$ cat src/rtl/territory_tally_pkg.sv
// Shared constants, colour codes, address packing and state encoding for the
// end-of-round territory counter.
package territory_tally_pkg;

   // Board geometry in pixels
   localparam int BOARD_X_MAX = 160;
   localparam int BOARD_Y_MAX = 120;

   // Pixel colour codes stored in the 3-bit board RAM
   localparam logic [2:0] P1_COL    = 3'b001;
   localparam logic [2:0] P2_COL    = 3'b010;
   localparam logic [2:0] P3_COL    = 3'b100;
   localparam logic [2:0] P4_COL    = 3'b110;
   localparam logic [2:0] TIMER_COL = 3'b111;

   // Sweep controller states
   typedef enum logic [2:0] {
      ST_IDLE   = 3'd0,
      ST_SWEEP  = 3'd1,
      ST_DRAIN  = 3'd2,
      ST_DECIDE = 3'd3,
      ST_DONE   = 3'd4
   } state_t;

   // Board RAM address layout: x in the upper byte, y in the low 7 bits
   function automatic logic [14:0] pack_addr(input logic [7:0] i_x, input logic [6:0] i_y);
      return {i_x, i_y};
   endfunction

   // One-hot player hit for a pixel value; timer bar and background count for nobody
   function automatic logic [3:0] classify(input logic [2:0] i_q);
      logic [3:0] w_onehot;
      case (i_q)
         P1_COL:    w_onehot = 4'b0001;
         P2_COL:    w_onehot = 4'b0010;
         P3_COL:    w_onehot = 4'b0100;
         P4_COL:    w_onehot = 4'b1000;
         TIMER_COL: w_onehot = 4'b0000;
         default:   w_onehot = 4'b0000;
      endcase
      return w_onehot;
   endfunction

endpackage

$ cat src/rtl/territory_tally_compare.sv
// Four-way maximum with lowest-index priority; flags a tie when more than
// one player reaches the maximum (all-zero counts are therefore a tie).
module tally_compare
   import territory_tally_pkg::*;
(
   input  logic [14:0] i_c0,
   input  logic [14:0] i_c1,
   input  logic [14:0] i_c2,
   input  logic [14:0] i_c3,
   output logic [1:0]  o_winner,
   output logic        o_tie
);

   logic [14:0] w_max;
   logic [2:0]  w_hits;

   // Find the maximum, the first index reaching it, and how many reach it
   always_comb begin
      w_max = i_c0;
      if (i_c1 > w_max) w_max = i_c1;
      else              w_max = w_max;
      if (i_c2 > w_max) w_max = i_c2;
      else              w_max = w_max;
      if (i_c3 > w_max) w_max = i_c3;
      else              w_max = w_max;

      o_winner = 2'd0;
      if (i_c0 == w_max)      o_winner = 2'd0;
      else if (i_c1 == w_max) o_winner = 2'd1;
      else if (i_c2 == w_max) o_winner = 2'd2;
      else                    o_winner = 2'd3;

      w_hits = {2'b00, (i_c0 == w_max)} + {2'b00, (i_c1 == w_max)}
             + {2'b00, (i_c2 == w_max)} + {2'b00, (i_c3 == w_max)};
      o_tie  = (w_hits > 3'd1);
   end

endmodule

$ cat src/rtl/territory_tally.sv
// End-of-round territory counter: sweeps every board pixel through the RAM
// read port, tallies each player's colour and publishes counts, winner, tie.
module territory_tally
   import territory_tally_pkg::*;
#(
   parameter int X_MAX        = BOARD_X_MAX,
   parameter int Y_MAX        = BOARD_Y_MAX,
   parameter int READ_LATENCY = 1
)(
   input  logic        CLOCK_50,
   input  logic        reset,
   input  logic        start,
   output logic [14:0] address,
   output logic        rd_en,
   input  logic [2:0]  q,
   output logic        busy,
   output logic        done,
   output logic [14:0] p1_count,
   output logic [14:0] p2_count,
   output logic [14:0] p3_count,
   output logic [14:0] p4_count,
   output logic [1:0]  winner,
   output logic        tie
);

   localparam logic [7:0] X_LAST = 8'(X_MAX - 1);
   localparam logic [6:0] Y_LAST = 7'(Y_MAX - 1);

   state_t                  r_state;
   state_t                  w_state_next;
   logic [14:0]             r_address;
   logic                    r_rd_en;
   logic                    r_busy;
   logic                    r_done;
   logic [READ_LATENCY-1:0] r_vpipe;
   logic [14:0]             r_cnt1, r_cnt2, r_cnt3, r_cnt4;
   logic [14:0]             r_pub1, r_pub2, r_pub3, r_pub4;
   logic [1:0]              r_winner;
   logic                    r_tie;
   logic [1:0]              w_winner;
   logic                    w_tie;
   logic [7:0]              w_x;
   logic [6:0]              w_y;
   logic                    w_last;
   logic                    w_start_ok;
   logic                    w_q_valid;
   logic [3:0]              w_hit;

   // The issued address doubles as the sweep position
   assign w_x        = r_address[14:7];
   assign w_y        = r_address[6:0];
   assign w_last     = (w_x == X_LAST) && (w_y == Y_LAST);
   assign w_start_ok = (r_state == ST_IDLE) && start;
   assign w_q_valid  = r_vpipe[READ_LATENCY-1];
   assign w_hit      = classify(q) & {4{w_q_valid}};

   tally_compare u_compare (
      .i_c0     (r_cnt1),
      .i_c1     (r_cnt2),
      .i_c2     (r_cnt3),
      .i_c3     (r_cnt4),
      .o_winner (w_winner),
      .o_tie    (w_tie)
   );

   // State register
   always_ff @(posedge CLOCK_50) begin
      if (reset) r_state <= ST_IDLE;
      else       r_state <= w_state_next;
   end

   // Next-state logic; start is only honoured in IDLE
   always_comb begin
      w_state_next = r_state;
      case (r_state)
         ST_IDLE: begin
            if (start) w_state_next = ST_SWEEP;
            else       w_state_next = ST_IDLE;
         end
         ST_SWEEP: begin
            if (w_last) w_state_next = ST_DRAIN;
            else        w_state_next = ST_SWEEP;
         end
         ST_DRAIN: begin
            if (r_vpipe == {READ_LATENCY{1'b0}}) w_state_next = ST_DECIDE;
            else                                 w_state_next = ST_DRAIN;
         end
         ST_DECIDE: w_state_next = ST_DONE;
         ST_DONE:   w_state_next = ST_IDLE;
         default:   w_state_next = ST_IDLE;
      endcase
   end

   // Address generator: y inner loop, x outer; bus held at zero outside the sweep
   always_ff @(posedge CLOCK_50) begin
      if (reset) begin
         r_address <= 15'd0;
         r_rd_en   <= 1'b0;
      end else begin
         case (r_state)
            ST_IDLE: begin
               r_address <= pack_addr(8'd0, 7'd0);
               r_rd_en   <= start;
            end
            ST_SWEEP: begin
               if (w_last) begin
                  r_address <= 15'd0;
                  r_rd_en   <= 1'b0;
               end else if (w_y == Y_LAST) begin
                  r_address <= pack_addr(w_x + 8'd1, 7'd0);
                  r_rd_en   <= 1'b1;
               end else begin
                  r_address <= pack_addr(w_x, w_y + 7'd1);
                  r_rd_en   <= 1'b1;
               end
            end
            default: begin
               r_address <= 15'd0;
               r_rd_en   <= 1'b0;
            end
         endcase
      end
   end

   // busy and done are registered views of the upcoming state
   always_ff @(posedge CLOCK_50) begin
      if (reset) begin
         r_busy <= 1'b0;
         r_done <= 1'b0;
      end else begin
         r_busy <= (w_state_next != ST_IDLE);
         r_done <= (w_state_next == ST_DONE);
      end
   end

   // Valid pipeline tracking which RAM responses belong to sweep addresses
   always_ff @(posedge CLOCK_50) begin
      if (reset) begin
         r_vpipe <= {READ_LATENCY{1'b0}};
      end else begin
         r_vpipe[0] <= r_rd_en;
         for (int i = 1; i < READ_LATENCY; i++) begin
            r_vpipe[i] <= r_vpipe[i-1];
         end
      end
   end

   // Working counters: cleared on an accepted start, bumped per classified pixel
   always_ff @(posedge CLOCK_50) begin
      if (reset || w_start_ok) begin
         r_cnt1 <= 15'd0;
         r_cnt2 <= 15'd0;
         r_cnt3 <= 15'd0;
         r_cnt4 <= 15'd0;
      end else begin
         r_cnt1 <= r_cnt1 + {14'd0, w_hit[0]};
         r_cnt2 <= r_cnt2 + {14'd0, w_hit[1]};
         r_cnt3 <= r_cnt3 + {14'd0, w_hit[2]};
         r_cnt4 <= r_cnt4 + {14'd0, w_hit[3]};
      end
   end

   // Published results: loaded on leaving DECIDE so they are valid alongside done
   always_ff @(posedge CLOCK_50) begin
      if (reset) begin
         r_pub1   <= 15'd0;
         r_pub2   <= 15'd0;
         r_pub3   <= 15'd0;
         r_pub4   <= 15'd0;
         r_winner <= 2'd0;
         r_tie    <= 1'b0;
      end else if (r_state == ST_DECIDE) begin
         r_pub1   <= r_cnt1;
         r_pub2   <= r_cnt2;
         r_pub3   <= r_cnt3;
         r_pub4   <= r_cnt4;
         r_winner <= w_winner;
         r_tie    <= w_tie;
      end else begin
         r_pub1   <= r_pub1;
         r_pub2   <= r_pub2;
         r_pub3   <= r_pub3;
         r_pub4   <= r_pub4;
         r_winner <= r_winner;
         r_tie    <= r_tie;
      end
   end

   assign address  = r_address;
   assign rd_en    = r_rd_en;
   assign busy     = r_busy;
   assign done     = r_done;
   assign p1_count = r_pub1;
   assign p2_count = r_pub2;
   assign p3_count = r_pub3;
   assign p4_count = r_pub4;
   assign winner   = r_winner;
   assign tie      = r_tie;

endmodule

$ cat config.mk
export PLATFORM = sky130hd
export DESIGN_NAME = territory_tally
export DESIGN_NICKNAME = d
export VERILOG_FILES = /design/src/rtl/territory_tally_pkg.sv /design/src/rtl/territory_tally_compare.sv /design/src/rtl/territory_tally.sv
export SDC_FILE = /design/constraint.sdc
export NUM_CORES = 1
export LEC_CHECK = 0
export CAP_MARGIN = 20
export CORE_MARGIN = 3
export CORE_UTILIZATION = 25
export CTS_CLUSTER_DIAMETER = 40
export CTS_CLUSTER_SIZE = 40
export DETAILED_ROUTE_END_ITERATION = 6
export SLEW_MARGIN = 20
export SYNTH_ARGS = -nofsm -noshare
export SYNTH_HDL_FRONTEND = slang
export SYNTH_SLANG_ARGS = --single-unit
$ cat constraint.sdc
create_clock -name CLOCK_50 -period 16.2 [get_ports CLOCK_50]
set_input_delay 2.43 -clock CLOCK_50 [delete_from_list [all_inputs] [get_ports CLOCK_50]]
set_output_delay 2.43 -clock CLOCK_50 [all_outputs]
set_load 0.01 [all_outputs]
==> results.txt, run 1 <==
status -> finished, final reports clean
number of global-route vias before repair -> 7122
largest fanout on the critical path -> 36
RSZ-0062 raised after global routing -> no
synthesized area per cell -> 8.13 um2
Max Slew Vio Count -> 0
Fill cells -> 3497
most frequent cells in the layout -> nand2_1 (173), dfxtp_1 (145), a21oi_1 (100)
R2R depth -> 28
Synth Flop Type -> dfxtp_1
Residual DRC -> 0
final non-filler cell area -> 0.0101 mm2
wire length per cell -> 17.5 um
commonest non-fill, non-tap cell in the layout -> nand2_1
multiplexer share of the synthesized area -> 1.73%
largest family of logic cells by synthesized area -> simple AND/OR/NAND/NOR gates
Vias -> 7328
Worst Skew -> 6.93 ps
CTS tree -> done
Compound-Gate Fraction of Synth Area -> 14.7%
first-pass GRT wire length -> 41.8 mm
htree depth -> 4
Initial Utilization -> 25.7%
max incr delay on CP -> 630 ps
CP Class -> reg -> reg
Clock Sink Count -> 145
Final Hold Fails -> 0
synthesis-stage register bit count -> 145
setup violators final -> 0
VDD IR max -> 49.0 uV
Rows -> 65
root buf cell -> clkbuf_16
Die X -> 188 um
area growth from synthesis to layout -> 22.8%
cts bufs inserted -> 17
DR iter-0 viols -> 547
Synthesis Warnings -> 0
Post-Synth Simple-Gate Area -> 23.7%
Sum Neg Setup Slack -> 0 ps
num ports -> 87
FMAX -> 113 MHz
clk slew on worst S/H paths -> 60 ps
relative slew slack -> 41.1%
sequential fraction of the synthesis area -> 35.2%
Worst Setup End Kind -> flip-flop
worst path required time -> 16530 ps
DRT antenna net count -> 0
clock period minus worst slack -> 8840 ps
gr usage total -> 15.1%
post-synthesis xor/xnor area fraction -> 11.2%
Final GP Congestion -> 0.933
total gr overflow -> 0
Hold Buf Count CTS -> 0
Core Area -> 0.0320 mm2
clk_lat worst skew -> 420 ps
final critical-path setup slack -> 7360 ps
Resized cells post-CTS -> 0
Leakage -> 3.55 nW
reg2reg setup slack -> 7360 ps
clk buf depth -> 2
post-synthesis adder-cell area fraction -> 8.80%
Worst Hold Depth -> 2
drt total wl -> 26.6 mm
fraction of registers with async set/reset -> 0%
EDFF count, synth -> 0
PD cells -> 86.4 mW/mm2
Worst-Margin Slew -> 877 ps
largest net degree at the start of global routing -> 74
proportion of layout cells with a drive suffix above 1 -> 6.99%
die area -> 0.0352 mm2
Post-Syn Nets -> 1078
Antenna Cells -> 0
dpl cells -> 1491
critical path arrival -> 9170 ps
Netlist cell types -> 76
# Max-Cap Violations -> 0
die height -> 188 um
startpoint type of the worst setup path -> flip-flop
Post-Syn Instances -> 1014
PortBufs -> 86
drt via density -> 4.81
cell area after synthesis -> 0.00825 mm2
# Post-CTS Setup Buffers -> 0
Final nets -> 1139
Detail Placement HPWL -> 20.1 mm
hold crit path type -> reg -> reg
post-route insts no fill -> 1522
initial antenna violation count -> 0
CP dominant cell by count -> ha_1
area of the multi-input gates -> 0.00497 mm2
placed inst area -> 0.00949 mm2
DP Worst Slack -> 7540 ps
crit path max-delay cell type -> o221ai_1
area occupied by registers -> 0.00290 mm2
Pre-antenna DRT Iters -> 5
Final period util -> 54.6%
==> cell families after synthesis <==
| family | count (synthesis) |
|---|---|
| AND/OR/NAND/NOR | 416 |
| adder cells (fa/ha/maj) | 58 |
| flip-flops | 145 |
| buffers and inverters | 95 |
| XOR/XNOR | 105 |
| multiplexers | 12 |
| AO/OA/AOI/OAI | 183 |
==> path summary, 6_finish.rpt <==
| kind | start | to |
|---|---|---|
| max | r_cnt1[12] | tie |
| min | p4_count[13] | p4_count[13] |
| max reg2reg | r_cnt1[12] | tie |
| min reg2reg | p4_count[13] | p4_count[13] |
==> synth_stat cells (2+ instances only) <==
library cell	number	area, um2
a211o_1	5	43.8
a211oi_1	3	22.5
a21boi_0	2	15.0
a21o_1	3	22.5
a21oi_1	101	505
a21oi_2	2	17.5
a31oi_1	5	31.3
a41oi_1	4	35.0
and2_1	10	62.6
and3_1	14	87.6
and4_1	2	17.5
buf_2	2	10.0
clkbuf_1	45	169
dfxtp_1	145	2900
ha_1	58	726
inv_1	45	169
mux2_2	2	22.5
mux2i_1	7	70.1
mux2i_2	2	27.5
nand2_1	173	649
nand3_1	44	220
nand3b_1	4	30.0
nand4_1	26	163
nor2_1	96	360
nor3_1	14	70.1
nor3b_1	3	22.5
nor4_1	4	25.0
nor4_2	3	37.5
nor4b_1	4	35.0
o2111ai_1	2	17.5
o211ai_1	9	67.6
o21a_1	3	22.5
o21ai_0	13	65.1
o21ai_2	2	17.5
o221ai_1	4	35.0
o221ai_2	3	45.0
o22a_1	2	17.5
o22ai_1	2	12.5
or2_2	2	12.5
or3_1	5	31.3
xnor2_1	80	701
xor2_1	25	219
==> through the flow <==
stage / power, mW / hold slack, ps / util (%)
floorplan: 0.430 / 449 / -
global placement: 0.450 / 443 / 29.6
detailed placement: 0.449 / 447 / 29.6
CTS: 0.885 / 455 / 31.6
global route: 0.907 / 467 / 31.6
finish: 0.874 / 453 / 31.6
==> report_power, final <==
| group | switching, mW | internal, mW |
|---|---|---|
| Sequential | 0.00124 | 0.358 |
| Combinational | 0.0537 | 0.0301 |
| Clock | 0.158 | 0.273 |
| Total | 0.213 | 0.661 |
==> state kept, by name, summed over array words and instances (netlist names) <==
signal and flops:
address 15, busy 1, done 1, p1_count 15
p2_count 15, p3_count 15, p4_count 15, r_cnt1 15
r_cnt2 15, r_cnt3 15, r_cnt4 15, r_state 3
r_vpipe 1, rd_en 1, tie 1, winner 2
==> layer usage <==
metal  up-vias  share of wire, %  GRT usage (%)
met4         0               2.1           5.05
met2       215                44           23.4
li1       3617                 -              -
met1      3466                48           20.9
met3        30               6.1           3.22
met5         -                 0              0
==> worst max-delay path: cells and delay by family (launching register included) <==
family	cells	cell delay, ps
and+or+nand+nor	11	2400
DFF	1	490
xor gates and xnor gates	1	190
muxes	1	620
AOI/OAI and AO/OA	8	2830
adders and majority gates	5	1680
buffers and inverters	2	490
==> final cells by class <==
cell class | instances | area share, %
multi-input cells | 774 | 49.1
flip-flops and latches | 145 | 28.7
repair buffers | 92 | 8.90
well taps | 435 | 5.37
clock buffers | 22 | 4.78
inverters | 45 | 1.67
clock inverters | 9 | 1.52
No activity file was read; power rests on OpenSTA's default activity.
==> run 2: changes to the inputs <==
==> constraint.sdc (replaced) <==
create_clock -name CLOCK_50 -period 7.9 [get_ports CLOCK_50]
set_input_delay 1.185 -clock CLOCK_50 [delete_from_list [all_inputs] [get_ports CLOCK_50]]
set_output_delay 1.185 -clock CLOCK_50 [all_outputs]
set_load 0.01 [all_outputs]
==> run 2 against run 1 <==
Sequential cell count unchanged. Sequential share of layout area down 2.1 points. Total power up 100%. Setup slack got worse by 6900 ps. First-iteration DRC count is 7.3% lower. Register-to-register slack worse by 6900 ps. Via count increased by 4.6%. Maximum frequency rose by 18%. Cell area grew 8.0%. Non-clock buffer count grew 102. Sequential power up 100%. Critical endpoint unchanged. Largest cell class unchanged. Largest power group unchanged.
==> results.txt, run 2 (synthesized netlist as in run 1, its figures left out) <==
DR iter-0 viols -> 507
critical path arrival -> 7840 ps
drt total wl -> 28.3 mm
root buf cell -> clkbuf_16
CP Class -> reg -> reg
Min Hold Slack -> 453 ps
clock period minus worst slack -> 7490 ps
P_sw -> 480 uW
hold crit path type -> reg -> reg
drt via density -> 4.71
Final Hold Fails -> 0
Core Area -> 0.0320 mm2
post-route insts no fill -> 1626
reg2reg start -> r_cnt1[14]
Hold Buf Count CTS -> 0
Critical R2R Capture -> tie
Worst-Margin Slew -> 845 ps
commonest non-fill, non-tap cell in the layout -> nand2_1
Final GP Congestion -> 0.915
gr usage total -> 16.1%
setup violators final -> 0
Final nets -> 1242
crit path max-delay cell type -> or4b_1
Detail Placement HPWL -> 21.8 mm
reg2reg setup slack -> 410 ps
PD cells -> 163 mW/mm2
Vias -> 7666
# Max-Cap Violations -> 0
Comb pwr share -> 12.4%
die height -> 188 um
die area -> 0.0352 mm2
CTS tree -> done
status -> finished, final reports clean
cts bufs inserted -> 17
WHS Endpoint -> p3_count[2]
Worst Hold Depth -> 2
Pwr Total -> 1.79 mW
Leakage -> 4.04 nW
largest net degree at the start of global routing -> 74
Switching Fraction -> 26.8%
htree depth -> 4
wire length per cell -> 17.4 um
Final period util -> 94.8%
Worst Skew -> 9.94 ps
Pre-antenna DRT Iters -> 5
worst hold start -> p3_count[2]
first-pass GRT wire length -> 43.8 mm
startpoint type of the worst setup path -> flip-flop
Initial Utilization -> 25.7%
num ports -> 87
Clock Sink Count -> 145
PortBufs -> 86
VDD IR max -> 104 uV
clk slew on worst S/H paths -> 70 ps
worst path required time -> 8250 ps
Residual DRC -> 0
Rows -> 65
Fill cells -> 3417
clk_lat worst skew -> 440 ps
FMAX -> 134 MHz
internal power -> 1.31 mW
number of global-route vias before repair -> 7503
largest fanout on the critical path -> 11
R2R depth -> 31
Max Slew Vio Count -> 0
Worst Setup End Kind -> flip-flop
sequential share of power -> 41.1%
Antenna Cells -> 0
Die X -> 188 um
proportion of layout cells with a drive suffix above 1 -> 15.7%
max incr delay on CP -> 540 ps
Clock Power Share -> 46.4%
area growth from synthesis to layout -> 32.7%
total gr overflow -> 0
clk buf depth -> 2
CP dominant cell by count -> ha_1
DRT antenna net count -> 0
initial antenna violation count -> 0
dpl cells -> 1590
most frequent cells in the layout -> nand2_1 (173), dfxtp_1 (145), buf_4 (106)
relative slew slack -> 43.6%
[run 2: worst max path at each step]
stage / startpoint / to / slack, ps / cells after the start
after floorplan: r_cnt1[12] / tie / 540 / 34
after global placement: r_cnt1[13] / tie / 150 / 34
after detailed placement: r_cnt1[14] / tie / 90 / 33
after CTS: r_cnt1[14] / tie / 60 / 33
after global routing: r_cnt1[14] / tie / -10 / 29
final: r_cnt1[14] / tie / 410 / 31
[run 2: area by class of cell]
class / instances / area [um2] / area share (%)
clock buffers: 17 / 425 / 3.89
clock inverters: 15 / 168 / 1.53
inverters: 45 / 169 / 1.54
multi-input cells: 775 / 5040 / 46.1
flip-flops and latches: 145 / 2900 / 26.5
well taps: 435 / 544 / 4.97
repair buffers: 194 / 1690 / 15.5
[run 2: per-layer routing]
metal	up-vias	share of wire (%)	global-route usage (%)
li1	3823	-	-
met1	3632	49	22.1
met2	172	44	24.9
met3	39	4.9	3.27
met4	0	2.2	5.77
met5	-	0	0
[run 2: metrics by stage]
step	instance area [um2]	setup slack, ps	util, %	setup TNS (ps)
final	10900	413	34.1	0
after global routing	10900	-10.5	34.1	-10.5
after CTS	10800	57.1	33.8	0
after detailed placement	10300	87.9	32.0	0
after global placement	10300	150	32.0	0
after floorplan	8250	543	-	0
[run 2: power groups by stage]
stage | Combinational [mW] | Clock [mW] | Sequential [mW]
final | 0.222 | 0.830 | 0.735
after global routing | 0.242 | 0.886 | 0.735
after CTS | 0.220 | 0.857 | 0.735
after detailed placement | 0.219 | 0 | 0.752
after global placement | 0.220 | 0 | 0.752
after floorplan | 0.130 | 0 | 0.751
[run 2: critical path, delay by kind of cell, from the launching register on]
kind / cells / cell delay, ps
adders and majority gates: 5 / 1240
DFF: 1 / 400
muxes: 1 / 400
xor gates and xnor gates: 1 / 180
buffers and inverters: 6 / 940
and+or+nand+nor: 10 / 2460
AOI/OAI and AO/OA: 8 / 1770
[run 2: timing repair]
action,CTS,global route
setup buffers,0,3
endpoints found under the setup margin,0,3
resized for setup,0,9
==> run 3: changes to the inputs <==
--- a/config.mk
+++ b/config.mk
@@ -5,12 +5,13 @@
 export SDC_FILE = /design/constraint.sdc
 export NUM_CORES = 1
 export LEC_CHECK = 0
-export CAP_MARGIN = 20
+export CAP_MARGIN = 0
 export CORE_MARGIN = 3
 export CORE_UTILIZATION = 25
 export CTS_CLUSTER_DIAMETER = 40
 export CTS_CLUSTER_SIZE = 40
 export DETAILED_ROUTE_END_ITERATION = 6
+export SKIP_CTS_REPAIR_TIMING = 1
 export SLEW_MARGIN = 20
 export SYNTH_ARGS = -nofsm -noshare
 export SYNTH_HDL_FRONTEND = slang
==> results of run 3 <==
The final DEF is identical to that of run 2; final timing and power are the same.
